## src/rtl/div_unit_if.sv

```systemverilog
// Divider request/response bundle between the EX stage and div_unit.
interface div_unit_if #(
    parameter int unsigned DATA_W = 32
);
    logic                  signed_div_i;
    logic [DATA_W-1:0]     opdata1_i;
    logic [DATA_W-1:0]     opdata2_i;
    logic                  start_i;
    logic                  annul_i;
    logic [2*DATA_W-1:0]   result_o;
    logic                  ready_o;
    logic                  stallreq_o;

    // EX stage side: issues requests, consumes results and the stall request.
    modport master (
        output signed_div_i, opdata1_i, opdata2_i, start_i, annul_i,
        input  result_o, ready_o, stallreq_o
    );

    // Divider side.
    modport slave (
        input  signed_div_i, opdata1_i, opdata2_i, start_i, annul_i,
        output result_o, ready_o, stallreq_o
    );
endinterface

```

## src/rtl/div_unit.sv

```systemverilog
// Multi-cycle radix-2 restoring divider for DIV/DIVU.
// Result is {remainder, quotient}; a divide-by-zero short-cuts to a zero result.
module div_unit #(
    parameter int unsigned DATA_W = 32,
    parameter int unsigned CNT_W  = 6
) (
    input logic       clk,
    input logic       rst,
    div_unit_if.slave bus
);

    typedef enum logic [1:0] {StFree, StByZero, StOn, StEnd} state_e;

    state_e                state_q;
    logic [CNT_W-1:0]      cnt_q;
    logic [DATA_W-1:0]     rem_q;   // partial remainder
    logic [DATA_W-1:0]     dvd_q;   // dividend bits shift out, quotient bits shift in
    logic [DATA_W-1:0]     dvs_q;   // divisor magnitude
    logic                  q_neg_q;
    logic                  r_neg_q;
    logic [2*DATA_W-1:0]   result_q;
    logic                  ready_q;

    logic [DATA_W:0]       trial;
    logic                  qbit;
    logic [DATA_W-1:0]     rem_d;
    logic [DATA_W-1:0]     dvd_d;
    logic [DATA_W-1:0]     quo_fix;
    logic [DATA_W-1:0]     rem_fix;
    logic [DATA_W-1:0]     abs_a;
    logic [DATA_W-1:0]     abs_b;

    // One restoring step plus operand magnitudes and final sign fix-up.
    always_comb begin
        // Extra top bit: the shifted remainder can exceed DATA_W bits for large divisors.
        trial   = {rem_q, dvd_q[DATA_W-1]} - {1'b0, dvs_q};
        qbit    = ~trial[DATA_W];
        rem_d   = qbit ? trial[DATA_W-1:0] : {rem_q[DATA_W-2:0], dvd_q[DATA_W-1]};
        dvd_d   = {dvd_q[DATA_W-2:0], qbit};
        quo_fix = q_neg_q ? -dvd_d : dvd_d;
        rem_fix = r_neg_q ? -rem_d : rem_d;
        abs_a   = (bus.signed_div_i && bus.opdata1_i[DATA_W-1]) ? -bus.opdata1_i
                                                                : bus.opdata1_i;
        abs_b   = (bus.signed_div_i && bus.opdata2_i[DATA_W-1]) ? -bus.opdata2_i
                                                                : bus.opdata2_i;
    end

    // Control FSM with datapath registers and registered result/ready.
    always_ff @(posedge clk or negedge rst) begin
        if (!rst) begin
            state_q  <= StFree;
            cnt_q    <= '0;
            rem_q    <= '0;
            dvd_q    <= '0;
            dvs_q    <= '0;
            q_neg_q  <= 1'b0;
            r_neg_q  <= 1'b0;
            result_q <= '0;
            ready_q  <= 1'b0;
        end else begin
            unique case (state_q)
                StFree: begin
                    ready_q  <= 1'b0;
                    result_q <= '0;
                    if (bus.start_i && !bus.annul_i) begin
                        if (bus.opdata2_i == '0) begin
                            state_q <= StByZero;
                        end else begin
                            dvd_q   <= abs_a;
                            dvs_q   <= abs_b;
                            rem_q   <= '0;
                            cnt_q   <= '0;
                            q_neg_q <= bus.signed_div_i &
                                       (bus.opdata1_i[DATA_W-1] ^ bus.opdata2_i[DATA_W-1]);
                            r_neg_q <= bus.signed_div_i & bus.opdata1_i[DATA_W-1];
                            state_q <= StOn;
                        end
                    end
                end
                StByZero: begin
                    result_q <= '0;
                    if (bus.annul_i) begin
                        ready_q <= 1'b0;
                        state_q <= StFree;
                    end else begin
                        ready_q <= 1'b1;
                        state_q <= StEnd;
                    end
                end
                StOn: begin
                    if (bus.annul_i) begin
                        ready_q  <= 1'b0;
                        result_q <= '0;
                        state_q  <= StFree;
                    end else begin
                        rem_q <= rem_d;
                        dvd_q <= dvd_d;
                        cnt_q <= cnt_q + CNT_W'(1);
                        // Last quotient bit: publish the sign-corrected result.
                        if (cnt_q == CNT_W'(DATA_W - 1)) begin
                            result_q <= {rem_fix, quo_fix};
                            ready_q  <= 1'b1;
                            state_q  <= StEnd;
                        end
                    end
                end
                StEnd: begin
                    if (bus.annul_i || !bus.start_i) begin
                        ready_q  <= 1'b0;
                        result_q <= '0;
                        state_q  <= StFree;
                    end
                end
                default: state_q <= StFree;
            endcase
        end
    end

    // Stall the pipeline while a request is pending and no result is presented yet.
    always_comb begin
        bus.stallreq_o = bus.start_i && !bus.annul_i && (state_q != StEnd);
        bus.result_o   = result_q;
        bus.ready_o    = ready_q;
    end

endmodule
```

## src/flat_wrapper.sv

```systemverilog
// flat-port wrapper written by rule: the top's interface ports become plain ports
module div_unit_flat 
#(
    parameter int unsigned DATA_W = 32,
    parameter int unsigned CNT_W  = 6
)
  (clk, rst, bus_signed_div_i, bus_opdata1_i, bus_opdata2_i, bus_start_i, bus_annul_i, bus_result_o, bus_ready_o, bus_stallreq_o);
  div_unit_if #(.DATA_W(DATA_W)) bus_i ();
  input logic clk;
  input logic rst;
  input wire logic [$bits(bus_i.signed_div_i)-1:0] bus_signed_div_i;
  input wire logic [$bits(bus_i.opdata1_i)-1:0] bus_opdata1_i;
  input wire logic [$bits(bus_i.opdata2_i)-1:0] bus_opdata2_i;
  input wire logic [$bits(bus_i.start_i)-1:0] bus_start_i;
  input wire logic [$bits(bus_i.annul_i)-1:0] bus_annul_i;
  output wire logic [$bits(bus_i.result_o)-1:0] bus_result_o;
  output wire logic [$bits(bus_i.ready_o)-1:0] bus_ready_o;
  output wire logic [$bits(bus_i.stallreq_o)-1:0] bus_stallreq_o;
  assign bus_i.signed_div_i = bus_signed_div_i;
  assign bus_i.opdata1_i = bus_opdata1_i;
  assign bus_i.opdata2_i = bus_opdata2_i;
  assign bus_i.start_i = bus_start_i;
  assign bus_i.annul_i = bus_annul_i;
  assign bus_result_o = bus_i.result_o;
  assign bus_ready_o = bus_i.ready_o;
  assign bus_stallreq_o = bus_i.stallreq_o;
  div_unit #(.DATA_W(DATA_W), .CNT_W(CNT_W)) u_core (.clk(clk), .rst(rst), .bus(bus_i));
endmodule
```

## config.mk

```make
export PLATFORM = sky130hd
export DESIGN_NAME = div_unit_flat
export DESIGN_NICKNAME = d
export VERILOG_FILES = /design/src/rtl/div_unit_if.sv /design/src/rtl/div_unit.sv /design/src/flat_wrapper.sv
export SDC_FILE = /design/constraint.sdc
export NUM_CORES = 1
export LEC_CHECK = 0
export ABC_AREA = 0
export CORE_MARGIN = 5
export CORE_UTILIZATION = 58
export DETAILED_ROUTE_END_ITERATION = 8
export GPL_ROUTABILITY_DRIVEN = 1
export PLACE_DENSITY_LB_ADDON = 0.1
export SYNTH_ARGS = -nofsm -noshare
export SYNTH_HDL_FRONTEND = slang
export SYNTH_SLANG_ARGS = --single-unit
```

## constraint.sdc

```tcl
create_clock -name clk -period 4.95 [get_ports clk]
set_clock_uncertainty 0.05 [all_clocks]
set_input_delay 0.99 -clock clk [delete_from_list [all_inputs] [get_ports clk]]
set_output_delay 0.99 -clock clk [all_outputs]
set_load 0.02 [all_outputs]
```

* Word-level counts from Yosys, hierarchy flattened
Cells that the tools add are included.
** Storage, ports and cells
- Word-level logic and storage cells :: 78
- Memories kept :: 0
- Output and inout bits :: 66
- Memory bits (read-only) :: 0
- RAM bits :: 0
- Latch bits :: 0
- Bits in registers :: 171
** Cells by class
- Shift operators :: 0
- Div/mod/pow operators :: 0
- Reduce and logical (&&, ||, !) cells :: 15
- Add/sub/neg operators :: 6
- Magnitude comparators :: 0
- Multiplexer cells :: 33
- $mul :: 0
- Equal/unequal tests :: 10
- Bitwise operators :: 5
** Operator list (number)
- 32-bit 2-to-1 mux :: 11
- 64-bit 2-to-1 mux :: 3
- 64-bit case mux with 3 select lines :: 1
- 32-bit negation :: 4
- 32-bit case mux with 2 select lines :: 2
- 33-bit by 32-bit subtractor with 33-bit output :: 1
- 32-bit logical NOT :: 1
- 6-bit 2-to-1 mux :: 3
- 2-bit 2-to-1 mux :: 6
- 6-bit case mux with 2 select lines :: 1
- 2-bit case mux with 4 select lines :: 1
- 6-bit by 1-bit adder with 6-bit output, second input constant :: 1
- 6-bit by 5-bit equality test with 1-bit output, second input constant :: 1
- 2-bit != test, second input constant :: 3
- 3-bit AND reduction :: 2
- 2-bit equality test, second input constant :: 2
- 1-bit logical AND :: 4
- 1-bit 2-to-1 mux :: 4
- 2-bit by 1-bit != test with 1-bit output, second input constant :: 2
- 1-bit case mux with 4 select lines :: 1
- 4-bit AND reduction :: 1
- 3-bit by 2-bit != test with 1-bit output, second input constant :: 1
- 1-bit bitwise AND :: 2
- 2-bit by 1-bit equality test with 1-bit output, second input constant :: 1
- 8 further kinds :: 10

* Depth between registers and ports, before layout
Gate-level depths: netlist of run 1.
- Depth after elaboration :: 7
- Depth in mapped cells :: 24
- Mapped depth without buffers :: 21

* Worst setup path before layout of run 1
OpenSTA, ideal clock, no wires.
- Kind :: reg2reg
- Start point :: register u_core.dvd_q[31]
- End point :: register u_core.result_q[62], in the netlist u_core.bus.result_o[62]
- Library setup time :: 124 ps
- Clock period less this slack :: 4525 ps
- Setup slack :: 425 ps
- Arrival :: 4351 ps
- Cell stages (with the launch flop) :: 24
- Path through :: dfrtp_1 -> inv_1 -> ha_1 -> inv_1 -> fa_1 -> a211oi_2 -> o211ai_1 -> a21oi_1 -> nor4_2 -> o211a_1 -> nor2_4 -> inv_4 -> buf_6 -> buf_2 -> buf_2 -> a21oi_1 -> ha_1 -> nor2b_1 -> and4_1 -> and3_1 -> o21ai_1 -> nor3_2 -> mux2i_1 -> a211o_1
** On the way
- Cells in the longest elaborated chain, start to end :: 7
** Ends and longest elaborated chain
- start, declared :: line div_unit.sv:17 : logic [DATA_W-1:0] dvd_q;
- start signal, assigned :: line div_unit.sv:69 : dvd_q <= abs_a;
- start signal, assigned :: line div_unit.sv:97 : dvd_q <= dvd_d;
- 33-bit by 32-bit subtractor with 33-bit output :: line div_unit.sv:36 : trial = {rem_q, dvd_q[DATA_W-1]} - {1'b0, dvs_q};
- 32-bit 2-to-1 mux * :: line div_unit.sv:38 : rem_d = qbit ? trial[DATA_W-1:0] : {rem_q[DATA_W-2:0], dvd_q[DATA_W-1]};
- 32-bit negation :: line div_unit.sv:41 : rem_fix = r_neg_q ? -rem_d : rem_d;
- 32-bit 2-to-1 mux * :: line div_unit.sv:41
- 64-bit 2-to-1 mux * :: line div_unit.sv:100 : if (cnt_q == CNT_W'(DATA_W - 1)) begin
- 64-bit 2-to-1 mux * :: line div_unit.sv:91 : if (bus.annul_i) begin
- 64-bit case mux with 3 select lines * :: line div_unit.sv:61 : unique case (state_q)
- end signal, assigned :: line div_unit.sv:101 : result_q <= {rem_fix, quo_fix};
- end, declared :: line div_unit.sv:21 : logic [2*DATA_W-1:0] result_q;
Mark *: on every way between the ends. The rest lies on a longest branch, timed or not. The select of a mux whose other input is x is not followed.
A chain may end at the register's enable or synchronous reset.

* Final worst setup path of run 1
Ends and elaborated chain as after synthesis.

==> out/metrics.cfg, run 1 <==
[routing]
viasPerCell=6.30
firstDrtPassIters=8
wirelength_um=36300
avgRoutedWirePerCell_um=19.2
drc=0
vias=11900
dr.first_iter.drc_count=1125
drtAntennaViolNets=0

[synth]
synth_top_area_frac=0.348
yosysSeqAreaShare=0.348
synth_top_area_cell=dfrtp_1
syn_area_um2=12300
yosysUniqueCellTypes=78
postSynthCellCount=1503
syn_avg_cell_area_um2=8.17
yosys_register_bits=171
yosys_warnings=0
synth_fp_nets=1614
postSynth.topFlopCell=dfrtp_1
synth_edf_count=0
async_flop_share=1.00
synthTopCellsByArea=dfrtp_1 (35%), o21ai_0 (8.4%), nand2_1 (6.1%), xor2_1 (5.4%), xnor2_1 (4.7%)

[power_and_ir_drop]
power.leakage_nw=6.00
p_per_area_nw_per_um2=611
peakVddDrop_mv=0.502

[clock_network]
numCtsBuffers=17
htreeDepth=4
ctsHoldBuffers=0
cts_tree=done
cts-root-buf=clkbuf_16
clkSinkCount=171
ctsResizeCount=0
post_cts_buffers=0
cts_max_path_buffers=2
clk_pin_slew_ns=0.08
insertion_delay_ns=0.45

[setup_path]
r2r-start=u_core.dvd_q[31]$_DFFE_PN0P_
critPathLaunch=u_core.dvd_q[31]$_DFFE_PN0P_
crit_type=reg -> reg
critPathLaunchType=flip-flop
endpoint_kind=flip-flop
crit_fanout=8
crit_arrival_ns=4.94
required_ns=5.22

[layout]
final_core_util=0.691
n_antenna_cell=0
fillers=1770
syn_to_final_growth_pct=17.8
final_nets=1710
drive_above_1_share=0.0645

[placed_design]
place.gp.congestion=0.934
numPortBuffers=134
dp_hpwl_um=27300
dp_slack_ns=0.412

[timing]
hold_slack_ns=0.430
finalCriticalPeriod_ns=4.67
fin_ws_ns=0.285
period_share=0.942
tns_ns=0
tightest_slew_ns=0.977
max_freq_mhz=214
relSlewSlack=0.349
drv_slew=0
hold_viol=0
setup_viol=0
rsz0062_at_grt=false

[floorplan]
ios=135
coreArea_um2=21000
rows=53
die_area_um2=24200
initial_utilization=0.586
fp.dieW_um=156
die_h_um=156

[run]
maxCapViolations=0

[global_route]
grt_pass1_vias=10800
antenna_found_initial=0
grt_overflow_total=0
grt_pass1_wl_um=58300
grt_max_degree=94
grt.total_usage=0.299

[status]
outcome=finished, final reports clean

[hold_path]
hold_path_class=reg -> reg
hold_start=u_core.bus.result_o[15]$_DFFE_PN0P_

==> cell families after synthesis <==
family          Yosys count  synth area share
buf+inv                 142            0.0478
flops                   171             0.348
simple gates            513             0.198
mux                      30            0.0259
xor+xnor                142             0.101
compound gates          463             0.236
fa+ha+maj                42            0.0434
==> layout make-up <==
cell class	count	area, um^2	share of cell area
clock buffers	17	425	0.0294
clock inverters	15	170	0.0118
inverters	55	209	0.0144
flip-flops and latches	171	4280	0.296
multi-input cells	1190	7450	0.514
repair buffers	164	1610	0.111
well taps	275	344	0.0238
==> metal layers <==
layer / part of all wire / global-route usage / vias up
li1: - / - / 5588
met1: 0.45 / 0.459 / 5645
met2: 0.43 / 0.432 / 578
met3: 0.10 / 0.0627 / 68
met4: 0.020 / 0.0750 / 0
met5: 0 / 0 / -
==> final timing paths <==
check	endpoint	slack, ns	depth (start not counted)
max	u_core.bus.result_o[62]$_DFFE_PN0P_	0.28	19
min	u_core.bus.result_o[15]$_DFFE_PN0P_	0.43	2
max reg2reg	u_core.bus.result_o[62]$_DFFE_PN0P_	0.28	19
min reg2reg	u_core.bus.result_o[15]$_DFFE_PN0P_	0.43	2
max in group asynchronous	u_core.dvd_q[28]$_DFFE_PN0P_	3.39	2
min in group asynchronous	u_core.bus.result_o[40]$_DFFE_PN0P_	0.51	1
==> metrics by stage <==
stage          power, mW  cell area (um^2)  cells
3_3_place_gp        7.29             13900   1855
6_report            8.85             14500   1887
3_5_place_dp        7.36             13900   1855
5_1_grt             9.45             14500   1887
2_1_floorplan       5.73             12300   1503
4_1_cts             8.74             14500   1887
==> placed cells by master, fill, tap and decap left out, types with 11 or more instances in the layout <==
cell type / n
xor2_1: 76
o41ai_1: 13
inv_1: 54
a31oi_1: 11
clkbuf_16: 17
nor2_1: 101
mux2i_1: 25
o21ai_0: 207
a221o_1: 16
nand2b_1: 18
o31ai_1: 28
buf_4: 27
nand3_1: 53
ha_1: 41
a22oi_1: 18
nand4_1: 15
xnor2_1: 66
clkdlybuf4s50_1: 133
nor4_1: 16
nand2_1: 200
nor3_1: 34
or4_1: 13
a21oi_1: 72
dfrtp_1: 171
o21ai_1: 11
==> critical path, stage by stage (launching register included) <==
cell       delay, ns
dfrtp_1         0.42
inv_1           0.09
ha_1            0.15
inv_1           0.05
fa_1            0.49
a211oi_2        0.28
o211ai_1        0.15
a21oi_1         0.28
nor4_2          0.12
o211a_1         0.26
nor2_4          0.16
inv_4           0.07
mux2i_1         0.24
ha_1            0.34
o2111ai_1       0.29
nor3_2          0.31
o21ai_1         0.15
nor3_2          0.24
mux2i_1         0.11
a211o_1         0.28
==> registers in the layout, indices dropped and copies added, names as in the netlist <==
name                 count
u_core.dvd_q            32
u_core.state_q           2
u_core.cnt_q             6
u_core.dvs_q            32
u_core.r_neg_q           1
u_core.q_neg_q           1
u_core.rem_q            32
u_core.bus.result_o     64
u_core.bus.ready_o       1
==> power by group <==
part           switching [mW]  internal (mW)  leakage, nW
Clock                   0.668          0.681        0.290
Combinational            3.14           1.95         3.44
Sequential              0.539           1.87         2.27
==> synth_stat cells (all sizes together), types with 3 or more instances <==
master   instances
o21ai          219
nand2          200
dfrtp          171
nor2           103
a21oi           77
xor2            76
xnor2           66
clkbuf          61
inv             55
nand3           54
ha              41
nor3            37
o31ai           31
buf             26
mux2i           26
nand2b          19
a22oi           18
nor4            18
a221o           16
nand4           15
o41ai           15
or4             13
a211oi          11
a31oi           11
and2            10
and3            10
o211ai           9
a21o             8
or3              8
and4             7
o21a             7
or2              6
a21boi           4
mux2             4
nor3b            4
o2111ai          4
o31a             4
a211o            3
a22o             3
a31o             3
nor2b            3
o22ai            3
No activity file was read; power rests on OpenSTA's default activity.
==> inputs of run 2 (changes only) <==
CORE_UTILIZATION = 52   (was 58)
clock period = 4.1 ns   (was 4.95 ns; I/O delays follow)
==> out/metrics.cfg, run 2 (same netlist as run 1, synthesis figures left out) <==
[floorplan]
initial_utilization=0.525
fp.dieW_um=164
ios=135
die_area_um2=26800
coreArea_um2=23400
rows=56
die_h_um=164

[placed_design]
dp_hpwl_um=29400
dpl_cell_area_um2=14600
place.gp.congestion=0.982
numPortBuffers=134

[layout]
drive_above_1_share=0.126
final_nets=1797
final-seq-area_um2=4280
multi_input_area_um2=7580
fillers=2076
final_common_cell=o21ai_0
largest_reg_flops=64
syn_to_final_growth_pct=25.5
fin_area_um2=15400
mostFrequentLayoutCells=o21ai_0 (202), nand2_1 (199), dfrtp_1 (168)

[routing]
viasPerCell=5.96
drc=0
vias=12000
avgRoutedWirePerCell_um=18.9
firstDrtPassIters=5
drtAntennaViolNets=0
dr.first_iter.drc_count=1234
wirelength_um=38100

[power_and_ir_drop]
power.total_mw=11.5
power.leakage_nw=6.47
p_per_area_nw_per_um2=744
peakVddDrop_mv=0.418

[clock_network]
numCtsBuffers=17
cts_max_path_buffers=2
insertion_delay_ns=0.44
cts_tree=done
clkSinkCount=171
cts-root-buf=clkbuf_16
htreeDepth=4
clk_pin_slew_ns=0.08

[timing]
hold_slack_ns=0.247
drv_slew=0
setup_viol=0
tightest_slew_ns=0.924
tns_ns=0
period_share=0.973
relSlewSlack=0.384
finalCriticalPeriod_ns=3.99
hold_viol=0
max_freq_mhz=251

[global_route]
grt_max_degree=82
grt_overflow_total=0
grt_pass1_vias=11200
grt_pass1_wl_um=60700
antenna_found_initial=0
grt.total_usage=0.284

[setup_path]
crit_fanout=6
crit_type=reg -> reg
crit_arrival_ns=4.26
endpoint_kind=flip-flop
critPathLaunchType=flip-flop
required_ns=4.37

[hold_path]
hold_path_class=in -> async

[run]
maxCapViolations=0

[status]
outcome=finished, final reports clean

==> run 2: stage by stage <==
stage                     cells  setup WS [ns]   util
after floorplan            1503        -0.0767      -
after global placement     1975         0.0120  0.623
after detailed placement   1975        -0.0257  0.623
after CTS                  2007         0.0360  0.651
after global routing       2018        -0.0264  0.659
final                      2019          0.111  0.659
==> run 2: worst max-delay path, stage by stage, from the launching register on <==
cell and delay [ns]:
dfrtp_1 0.39, inv_2 0.08, ha_4 0.12, inv_1 0.04, fa_2 0.34, a211oi_2 0.25, o211ai_1 0.20, a21oi_2 0.26
nor4_4 0.06, o211a_1 0.25, nor2_4 0.16, clkinv_4 0.11, mux2i_4 0.19, ha_2 0.23, nor2b_1 0.13, and4_1 0.24
and3_4 0.21, o21ai_4 0.08, nor3_2 0.20, mux2i_1 0.10, a211o_1 0.22
==> run 2: area by class of cell <==
cell class / count / area share
Multi-Input combinational cell: 1190 / 0.491
Sequential cell: 171 / 0.278
Timing Repair Buffer: 251 / 0.150
Clock buffer: 17 / 0.0276
Tap cell: 319 / 0.0259
Clock inverter: 15 / 0.0139
Inverter: 55 / 0.0137
Antenna cell: 1 / 0.000162
==> run 2: layer usage <==
metal	GRT usage	vias to the layer above	wire length (um)
met3	0.0464	37	3150
met1	0.445	5754	18200
met5	0	-	0
met4	0.0572	0	501
li1	-	5783	-
met2	0.415	453	16300
==> run 2: what timing repair did <==
item,4_1_cts,5_1_grt
setup buffers,0,11
resized for setup,0,31
hold buffers,0,0
endpoints found under the setup margin,0,12
==> run 2: final timing paths <==
kind | startpoint | end | slack (ns) | depth (start not counted)
min in group clk | u_core.bus.result_o[50]$_DFFE_PN0P_ | u_core.bus.result_o[50]$_DFFE_PN0P_ | 0.42 | 2
min reg2reg | u_core.bus.result_o[50]$_DFFE_PN0P_ | u_core.bus.result_o[50]$_DFFE_PN0P_ | 0.42 | 2
max | u_core.dvd_q[31]$_DFFE_PN0P_ | u_core.bus.result_o[62]$_DFFE_PN0P_ | 0.11 | 20
max in group asynchronous | rst | u_core.rem_q[22]$_DFFE_PN0P_ | 2.67 | 2
max reg2reg | u_core.dvd_q[31]$_DFFE_PN0P_ | u_core.bus.result_o[62]$_DFFE_PN0P_ | 0.11 | 20
min | rst | u_core.bus.result_o[40]$_DFFE_PN0P_ | 0.25 | 1
==> run 2: report_power, final <==
part           internal [mW]  total (mW)  leakage (nW)  switching, mW
logic                   2.85        6.92          3.90           4.07
registers               2.26        2.82          2.27          0.567
clock network          0.894        1.73         0.305          0.834
